**src/rtl/divrem_ctrl_pkg.sv**
```systemverilog
// Shared types and defaults for the divide/remainder sequencer.
package divrem_ctrl_pkg;

    localparam int unsigned LenWordDef = 32;

    // Sequencer states.
    typedef enum logic [2:0] {
        StIdle  = 3'd0,
        StIssue = 3'd1,
        StWait  = 3'd2,
        StResp  = 3'd3,
        StDrain = 3'd4
    } state_e;

endpackage

```
**src/rtl/divrem_sign_fix.sv**
```systemverilog
// Conditional two's-complement negation of quotient/remainder for signed ops.
// Also used on the operands to form magnitudes: with s1 = dividend sign,
// s2 = dividend sign ^ divisor sign, q negates uq by the divisor sign and r
// negates ur by the dividend sign.
module divrem_sign_fix #(
    parameter int unsigned LEN_WORD = 32
) (
    input  logic                unsig,
    input  logic                s1,
    input  logic                s2,
    input  logic [LEN_WORD-1:0] uq,
    input  logic [LEN_WORD-1:0] ur,
    output logic [LEN_WORD-1:0] q,
    output logic [LEN_WORD-1:0] r
);

    // Quotient flips on differing signs, remainder follows the dividend.
    always_comb begin
        q = uq;
        r = ur;
        if (!unsig && (s1 ^ s2)) begin
            q = ~uq + LEN_WORD'(1);
        end
        if (!unsig && s1) begin
            r = ~ur + LEN_WORD'(1);
        end
    end

endmodule

```
**src/rtl/divrem_ctrl.sv**
```systemverilog
// Sequencer between the execute stage and a pipelined unsigned divider.
// Resolves div-by-zero and signed overflow locally, keeps a one-entry result
// cache so a DIV/REM pair on the same operands uses a single divider pass.
module divrem_ctrl
    import divrem_ctrl_pkg::*;
#(
    parameter int unsigned LEN_WORD  = LenWordDef,
    parameter int unsigned USE_CACHE = 1
) (
    input  logic                clk,
    input  logic                rstn,
    input  logic                order,
    output logic                accepted,
    output logic                done,
    input  logic [LEN_WORD-1:0] rs1,
    input  logic [LEN_WORD-1:0] rs2,
    input  logic                unsig,
    input  logic                rem_flag,
    input  logic                flush,
    output logic [LEN_WORD-1:0] rd,
    output logic                div_order,
    input  logic                div_accepted,
    input  logic                div_done,
    output logic [LEN_WORD-1:0] div_rs1,
    output logic [LEN_WORD-1:0] div_rs2,
    input  logic [LEN_WORD-1:0] div_quo,
    input  logic [LEN_WORD-1:0] div_rem
);

    localparam logic [LEN_WORD-1:0] ALL_ONES = '1;
    localparam logic [LEN_WORD-1:0] INT_MIN  = {1'b1, {(LEN_WORD - 1){1'b0}}};

    state_e state_q, state_d;
    // Set for the cycle after accept, when the registered operands are classified.
    logic                pend_q, pend_d;
    logic [LEN_WORD-1:0] rs1_q, rs1_d, rs2_q, rs2_d;
    logic                unsig_q, unsig_d, rem_q, rem_d;
    logic [LEN_WORD-1:0] quo_q, quo_d, rmd_q, rmd_d;
    logic [LEN_WORD-1:0] rd_q, rd_d;
    logic                c_valid_q, c_valid_d, c_unsig_q, c_unsig_d;
    logic [LEN_WORD-1:0] c_rs1_q, c_rs1_d, c_rs2_q, c_rs2_d;
    logic [LEN_WORD-1:0] c_quo_q, c_quo_d, c_rmd_q, c_rmd_d;

    logic [LEN_WORD-1:0] fix_q, fix_r;
    logic                is_div0, is_ovf, hit;

    divrem_sign_fix #(.LEN_WORD(LEN_WORD)) u_mag (
        .unsig (unsig_q),
        .s1    (rs1_q[LEN_WORD-1]),
        .s2    (rs1_q[LEN_WORD-1] ^ rs2_q[LEN_WORD-1]),
        .uq    (rs2_q),
        .ur    (rs1_q),
        .q     (div_rs2),
        .r     (div_rs1)
    );

    divrem_sign_fix #(.LEN_WORD(LEN_WORD)) u_fix (
        .unsig (unsig_q),
        .s1    (rs1_q[LEN_WORD-1]),
        .s2    (rs2_q[LEN_WORD-1]),
        .uq    (div_quo),
        .ur    (div_rem),
        .q     (fix_q),
        .r     (fix_r)
    );

    // Operand classification on the registered request.
    always_comb begin
        is_div0 = (rs2_q == '0);
        is_ovf  = !unsig_q && (rs1_q == INT_MIN) && (rs2_q == ALL_ONES);
        hit     = (USE_CACHE != 0) && c_valid_q && (c_rs1_q == rs1_q) &&
                  (c_rs2_q == rs2_q) && (c_unsig_q == unsig_q);
    end

    // Next-state, datapath updates and handshake outputs.
    always_comb begin
        state_d   = state_q;
        pend_d    = pend_q;
        rs1_d     = rs1_q;
        rs2_d     = rs2_q;
        unsig_d   = unsig_q;
        rem_d     = rem_q;
        quo_d     = quo_q;
        rmd_d     = rmd_q;
        rd_d      = rd_q;
        c_valid_d = c_valid_q;
        c_unsig_d = c_unsig_q;
        c_rs1_d   = c_rs1_q;
        c_rs2_d   = c_rs2_q;
        c_quo_d   = c_quo_q;
        c_rmd_d   = c_rmd_q;
        accepted  = 1'b0;
        done      = 1'b0;
        div_order = 1'b0;
        rd        = rd_q;

        unique case (state_q)
            StIdle: begin
                if (pend_q) begin
                    pend_d = 1'b0;
                    if (!flush) begin
                        if (is_div0) begin
                            quo_d   = ALL_ONES;
                            rmd_d   = rs1_q;
                            state_d = StResp;
                        end else if (is_ovf) begin
                            quo_d   = INT_MIN;
                            rmd_d   = '0;
                            state_d = StResp;
                        end else if (hit) begin
                            quo_d   = c_quo_q;
                            rmd_d   = c_rmd_q;
                            state_d = StResp;
                        end else begin
                            state_d = StIssue;
                        end
                    end
                end else if (order && !flush) begin
                    accepted = 1'b1;
                    pend_d   = 1'b1;
                    rs1_d    = rs1;
                    rs2_d    = rs2;
                    unsig_d  = unsig;
                    rem_d    = rem_flag;
                end
            end
            StIssue: begin
                div_order = 1'b1;
                if (div_accepted) begin
                    state_d = flush ? StDrain : StWait;
                end else if (flush) begin
                    state_d = StIdle;
                end
            end
            StWait: begin
                if (div_done) begin
                    if (flush) begin
                        state_d = StIdle;
                    end else begin
                        quo_d   = fix_q;
                        rmd_d   = fix_r;
                        state_d = StResp;
                        if (USE_CACHE != 0) begin
                            c_valid_d = 1'b1;
                            c_unsig_d = unsig_q;
                            c_rs1_d   = rs1_q;
                            c_rs2_d   = rs2_q;
                            c_quo_d   = fix_q;
                            c_rmd_d   = fix_r;
                        end
                    end
                end else if (flush) begin
                    state_d = StDrain;
                end
            end
            StResp: begin
                state_d = StIdle;
                if (!flush) begin
                    done = 1'b1;
                    rd   = rem_q ? rmd_q : quo_q;
                    rd_d = rd;
                end
            end
            StDrain: begin
                if (div_done) begin
                    state_d = StIdle;
                end
            end
            default: state_d = StIdle;
        endcase
    end

    // State and datapath registers with synchronous active-low reset.
    always_ff @(posedge clk) begin
        if (!rstn) begin
            state_q   <= StIdle;
            pend_q    <= 1'b0;
            rs1_q     <= '0;
            rs2_q     <= '0;
            unsig_q   <= 1'b0;
            rem_q     <= 1'b0;
            quo_q     <= '0;
            rmd_q     <= '0;
            rd_q      <= '0;
            c_valid_q <= 1'b0;
            c_unsig_q <= 1'b0;
            c_rs1_q   <= '0;
            c_rs2_q   <= '0;
            c_quo_q   <= '0;
            c_rmd_q   <= '0;
        end else begin
            state_q   <= state_d;
            pend_q    <= pend_d;
            rs1_q     <= rs1_d;
            rs2_q     <= rs2_d;
            unsig_q   <= unsig_d;
            rem_q     <= rem_d;
            quo_q     <= quo_d;
            rmd_q     <= rmd_d;
            rd_q      <= rd_d;
            c_valid_q <= c_valid_d;
            c_unsig_q <= c_unsig_d;
            c_rs1_q   <= c_rs1_d;
            c_rs2_q   <= c_rs2_d;
            c_quo_q   <= c_quo_d;
            c_rmd_q   <= c_rmd_d;
        end
    end

endmodule

```
**config.mk**
```make
export PLATFORM = sky130hd
export DESIGN_NAME = divrem_ctrl
export DESIGN_NICKNAME = d
export VERILOG_FILES = /design/src/rtl/divrem_ctrl_pkg.sv /design/src/rtl/divrem_sign_fix.sv /design/src/rtl/divrem_ctrl.sv
export SDC_FILE = /design/constraint.sdc
export NUM_CORES = 1
export LEC_CHECK = 0
export BUFFER_PORTS_ARGS = -buffer_cell sky130_fd_sc_hd__buf_2
export CORE_UTILIZATION = 46
export CTS_BUF_LIST = sky130_fd_sc_hd__clkbuf_8
export CTS_CLUSTER_SIZE = 12
export DETAILED_ROUTE_END_ITERATION = 8
export PLACE_DENSITY = 0.8
export SLEW_MARGIN = 15
export SYNTH_ARGS = -nofsm -noshare
export SYNTH_HDL_FRONTEND = slang
export SYNTH_SLANG_ARGS = --single-unit
```
**constraint.sdc**
```tcl
create_clock -name clk -period 2.7 [get_ports clk]
set_input_delay 0.135 -clock clk [delete_from_list [all_inputs] [get_ports clk]]
set_output_delay 0.135 -clock clk [all_outputs]
set_load 0.03 [all_outputs]
```
# Word-level counts from Yosys, hierarchy flattened
# Index checks and enable logic that the tools add are counted.
# Widths: inputs -> output; s select.
# word_totals
reg_bits,296
in_bits,136
word_cells,104
out_inout_bits,99
# classes
reduce_logical,18
mux,42
n_eq_ne,17
n_addsub,4
bitwise,8
# op_table
op,n
$mux 32,21
$add 32x1->32 const B,4
$not 32->32,4
$pmux 32 s2,2
$eq 32x32->1,2
$eq 32x32->1 const B,2
$logic_not 32->1,1
$mux 3,8
$pmux 3 s4,1
$ne 2x2->1 const B,5
$logic_and 1x1->1,9
$mux 2,4
$eq 3x2->1 const B,2
$mux 1,6
$ne 3x3->1 const B,2
$reduce_and 3->1,2
$reduce_and 6->1,1
$reduce_and 5->1,1
$ne 4x4->1 const B,1
$eq 3x1->1 const B,1
$eq 3x3->1 const B,1
$logic_not 3->1,1
$logic_not 1->1,2
$not 1->1,2
3 further kinds,4

# Longest topological paths before layout
# depth
depth_word,10
mapped_depth,12
mapped_depth_nobuf,9

# By module
# Synthesis repeated with hierarchy kept, for this count alone.
# unflattened
hier_cells,2103
area_unflattened_um2,16528.4
# by_module_without_submodules
module,area_per_inst_um2,n_inst,cells_per_inst,seq_area_each_um2
divrem_ctrl,13519.2,1,1671,5925.7
divrem_sign_fix (u_fix),1524.0,1,216,0.0
divrem_sign_fix (u_mag),1485.2,1,216,0.0

# Worst setup path before layout
# No wires, ideal clock.
# synth_timing
kind,register to register
from,reg rs1_q[0]
to,reg quo_q[28]
period_less_slack_ns,2.715
path_stages_with_launch,13
setup_time_ns,0.121
path_slack_ns,-0.015
arrival_ns,2.594
n_path_buf,3
required_time_ns,2.579
path_cell_list,dfxtp_1 > clkbuf_1 > inv_1 > ha_1 > nor3b_1 > nand3_1 > or3_1 > or2_1 > buf_2 > buf_6 > a21oi_2 > a211oi_1 > mux2_2
# synth_via
elab_chain_len,8
word_cells_on_any_way,14
cone_classes,eq/ne (3); mux (5); reduce/logical (6)
# synth_lines
item,line,text
start: declaration,divrem_ctrl.sv:36,"logic [LEN_WORD-1:0] rs1_q, rs1_d, rs2_q, rs2_d;"
start signal: assignment,divrem_ctrl.sv:194,rs1_q <= rs1_d;
$eq 32x32->1,divrem_ctrl.sv:70,is_ovf = !unsig_q && (rs1_q == INT_MIN) && (rs2_q == ALL_ONES);
$logic_and 1x1->1 (2 in a row),divrem_ctrl.sv:70,
$mux 32,divrem_ctrl.sv:106,end else if (is_ovf) begin
$mux 32,divrem_ctrl.sv:102,if (is_div0) begin
$mux 32,divrem_ctrl.sv:101,if (!flush) begin
$mux 32,divrem_ctrl.sv:99,if (pend_q) begin
$pmux 32 s2,divrem_ctrl.sv:97,unique case (state_q)
end signal: assignment,divrem_ctrl.sv:198,quo_q <= quo_d;
end: declaration,divrem_ctrl.sv:38,"logic [LEN_WORD-1:0] quo_q, quo_d, rmd_q, rmd_d;"
# Several ways; a longest one is shown, not always the timed one. The select of a mux whose other input is x is not followed.
# A chain may end at the register's enable or synchronous reset.

# Worst setup path in the final report
# layout_timing
from,reg rs2_q[3]
to,out div_rs2[29]
# layout_via
elab_chain_len,3
# layout_lines
item,line,text
start: declaration,divrem_ctrl.sv:36,
start signal: assignment,divrem_ctrl.sv:195,rs2_q <= rs2_d;
$not 32->32,divrem_sign_fix.sv:22,q = ~uq + LEN_WORD'(1);
$add 32x1->32,divrem_sign_fix.sv:22,
$mux 32,divrem_sign_fix.sv:21,if (!unsig && (s1 ^ s2)) begin
end: declaration,divrem_ctrl.sv:25,"output logic [LEN_WORD-1:0] div_rs2,"
# No other way between the ends.

==> flow_summary.yaml <==
setup_path:
  slowest_delay_ps: 420
  r2r_start: "rs1_q[18]"
  crit_required_ps: 2570
  slowest_stage: "or3_4"
  worstPathArrival_ps: 2970
  regToRegSetupSlack_ps: -210
  crit_path_end: "div_rs2[29]"
  crit_type: "flip-flop to primary output"
  reg2reg_depth: 11
  crit_cells: 9
  crit_top_cell: "buf_4"
  crit_path_max_fanout: 4
  crit_family: "simple AND/OR/NAND/NOR gates"
  startpoint_type: "flip-flop"
  critPathBufInv: 2
  r2r-end: "rmd_q[25]"
  endpoint_kind: "primary output"
  crit_start: "rs2_q[3]"
  crit_chain: "buf_4 > nor4_4 > nand3_4 > or3_4 > nor2_4 > and3b_2 > a21oi_2 > xor2_1 > buf_4"
drt:
  drc: 0
  drtPass1Iterations: 9
  wl_per_cell_um: 19.9
  via_per_inst: 5.84
  drt_iter0_drc: 1795
  vias: 16600
  antenna_left: 0
  drt_wl_total_um: 56600
logic_synthesis:
  synthTopCellsByArea: "dfxtp_1, nand2_1, a21oi_1, mux2i_1, xor2_1"
  syn_inst: 2022
  ys_ff_latch: 296
  ys_seq_area_share_pct: 37.7
  synthFlopType: "dfxtp_1"
  async_flop_share_pct: 0
  synth_edf_count: 0
  synth_cell_types: 65
  yosysTopAreaCellShare_pct: 37.7
  yosysTopAreaCell: "dfxtp_1"
  syn_avg_cell_area_um2: 7.77
  yosysWarnings: 0
  synth.cell_area_mm2: 0.0157
  yosysMostFrequentCell: "nand2_1"
  synthTopCellsByCount: "nand2_1, dfxtp_1, a21oi_1"
  syn-num-nets: 2163
die:
  ios: 235
  placementRows: 67
  start_util_pct: 46.8
  core_mm2: 0.0335
  die_w_um: 187
  die-area_mm2: 0.0349
  die_h_um: 187
worst_hold_path:
  hold_class: "input pin to flip-flop"
global_route:
  grt_pass1_vias: 15500
  antenna_found_initial: 0
  met3_usage_pct: 4.33
  met2_usage_pct: 51.1
  grt_pass1_wl_um: 84000
  grt-busiest-layer: "met2"
  grt_max_degree: 114
  grt_usage_pct: 30.1
  met1_usage_pct: 37.7
  overflow: 0
power_and_ir_drop:
  powerDensity_mw_per_mm2: 516
  finalPower_mw: 10.7
  p_leak_nw: 8.46
  peakVddDrop_mv: 0.405
finish:
  syn_to_final_growth_pct: 31.7
  fin_util_pct: 61.7
  nNetsFinal: 2509
  final_area_mm2: 0.0207
  drive_above_1_share_pct: 23.1
  final-instance-count-excl-fill: 2844
sta:
  drv_slew: 0
  setup_violations: 79
  rsz0062_at_grt: "true"
  min_period_ps: 3100
  worst_slack_ps: -402
  worst_slew_pin_slew_ps: 925
  finalHoldViolations: 0
  relSlewSlack_pct: 38.3
  max_freq_mhz: 322
  min_period_over_period_pct: 115
  skew_ps: 28.7
clock_tree:
  cts_buffers: 50
  cts_tree: "yes"
  cts_sinks: 296
  cts_root_buf: "clkbuf_8"
  htree_num_levels: 2
  clk_latency_ps: 580
  clockBufferDepth: 3
  clkTransAtPathRegs_ps: 70
run_status:
  status: "finished with violations"
  violations: "setup timing"
job:
  drv_cap: 0
placement:
  dp_cells: 2629
  place_area_mm2: 0.0178
  portBuffers: 234
  dp_hpwl_um: 37100
  gp_congestion: 0.938
## layout make-up
type                       count  area (µm²)
fill                        2732       12900
timing repair buffer         493        3820
clock buffer                  59         812
sequential                   296        5950
multi-input combinational   1495        9260
antenna                        1        2.50
inverter                      32         133
tap                          448         561
clock inverter                20         139
## worst reg2reg max path, delay by kind of cell, from the launching register on
family | cells | cell delay (ps)
AND/OR/NAND/NOR | 4 | 1430
buffers and inverters | 5 | 770
flip-flops | 1 | 310
AO/OA/AOI/OAI | 1 | 170
multiplexers | 1 | 120
## state kept, by name, summed over array words and instances (netlist names), 3 cells and up
signal / count
rmd_q: 32
c_quo_q: 32
quo_q: 32
state_q: 3
c_rs2_q: 32
c_rs1_q: 32
rs2_q: 32
c_rmd_q: 32
rd_q: 32
rs1_q: 32
## where the power goes
part / total, mW / internal, mW / switching (mW)
clock: 3.97 / 2.15 / 1.82
sequential: 4.50 / 4.42 / 0.0794
combinational: 2.19 / 0.902 / 1.29
## cell families (layout without fill, tap and decap cells)
logic type | Yosys count | count (layout) | share of synthesized area, %
buffers and inverters | 231 | 604 | 6.11
other | 0 | 1 | 0
AOI/OAI and AO/OA | 470 | 470 | 18.6
adders and majority gates | 5 | 5 | 0.398
and+or+nand+nor | 755 | 755 | 21.6
DFF | 296 | 296 | 37.7
muxes | 97 | 97 | 6.21
xor gates and xnor gates | 168 | 168 | 9.37
## metal layers
| metal | up-vias | routed length (µm) |
|---|---|---|
| met4 | 0 | 2720 |
| met1 | 7871 | 22100 |
| met5 | - | 0 |
| li1 | 7634 | - |
| met2 | 917 | 27400 |
| met3 | 176 | 4430 |
## cell usage in the layout, fill, tap and decap left out, drive strengths merged, types with 29 or more instances in the layout
cell type    count
a211oi          57
nand2          359
nor2           175
nand3           38
dfxtp          296
clkbuf          66
xor2            89
nor4            29
and2            39
mux2i           93
xnor2           79
buf            391
a221o           29
a21oi          267
dlygate4sd3     95
inv             43
## through the flow
stage,setup WS [ps],TNS [ps],hold slack (ps)
floorplan,46.6,0,271
global placement,7.44,0,377
detailed placement,-43.7,-620,382
CTS,-293,-2450,0.937
global route,-439,-15590,14.0
finish,-402,-10810,21.1
## repair_timing
item,in CTS,in global routing
endpoints found under the hold margin,95,0
cloned,0,7
setup buffers,14,22
hold buffers,95,0
resized for setup,85,66
setup endpoints to repair,88,94
pin swaps,20,27
## how the worst min path moves through the flow
| stage | startpoint | to | slack [ps] | cells after the start |
|---|---|---|---|---|
| 6_report | div_quo[3] | c_quo_q[3] | 20 | 3 |
| 3_5_place_dp | rs2[29] | rs2_q[29] | 380 | 3 |
| 2_1_floorplan | div_quo[0] | c_quo_q[0] | 270 | 2 |
| 3_3_place_gp | rs2[25] | rs2_q[25] | 380 | 3 |
| 5_1_grt | div_rem[25] | c_rmd_q[25] | 10 | 3 |
| 4_1_cts | div_rem[25] | c_rmd_q[25] | 0.9 | 3 |
No activity file was read; power rests on OpenSTA's default activity.
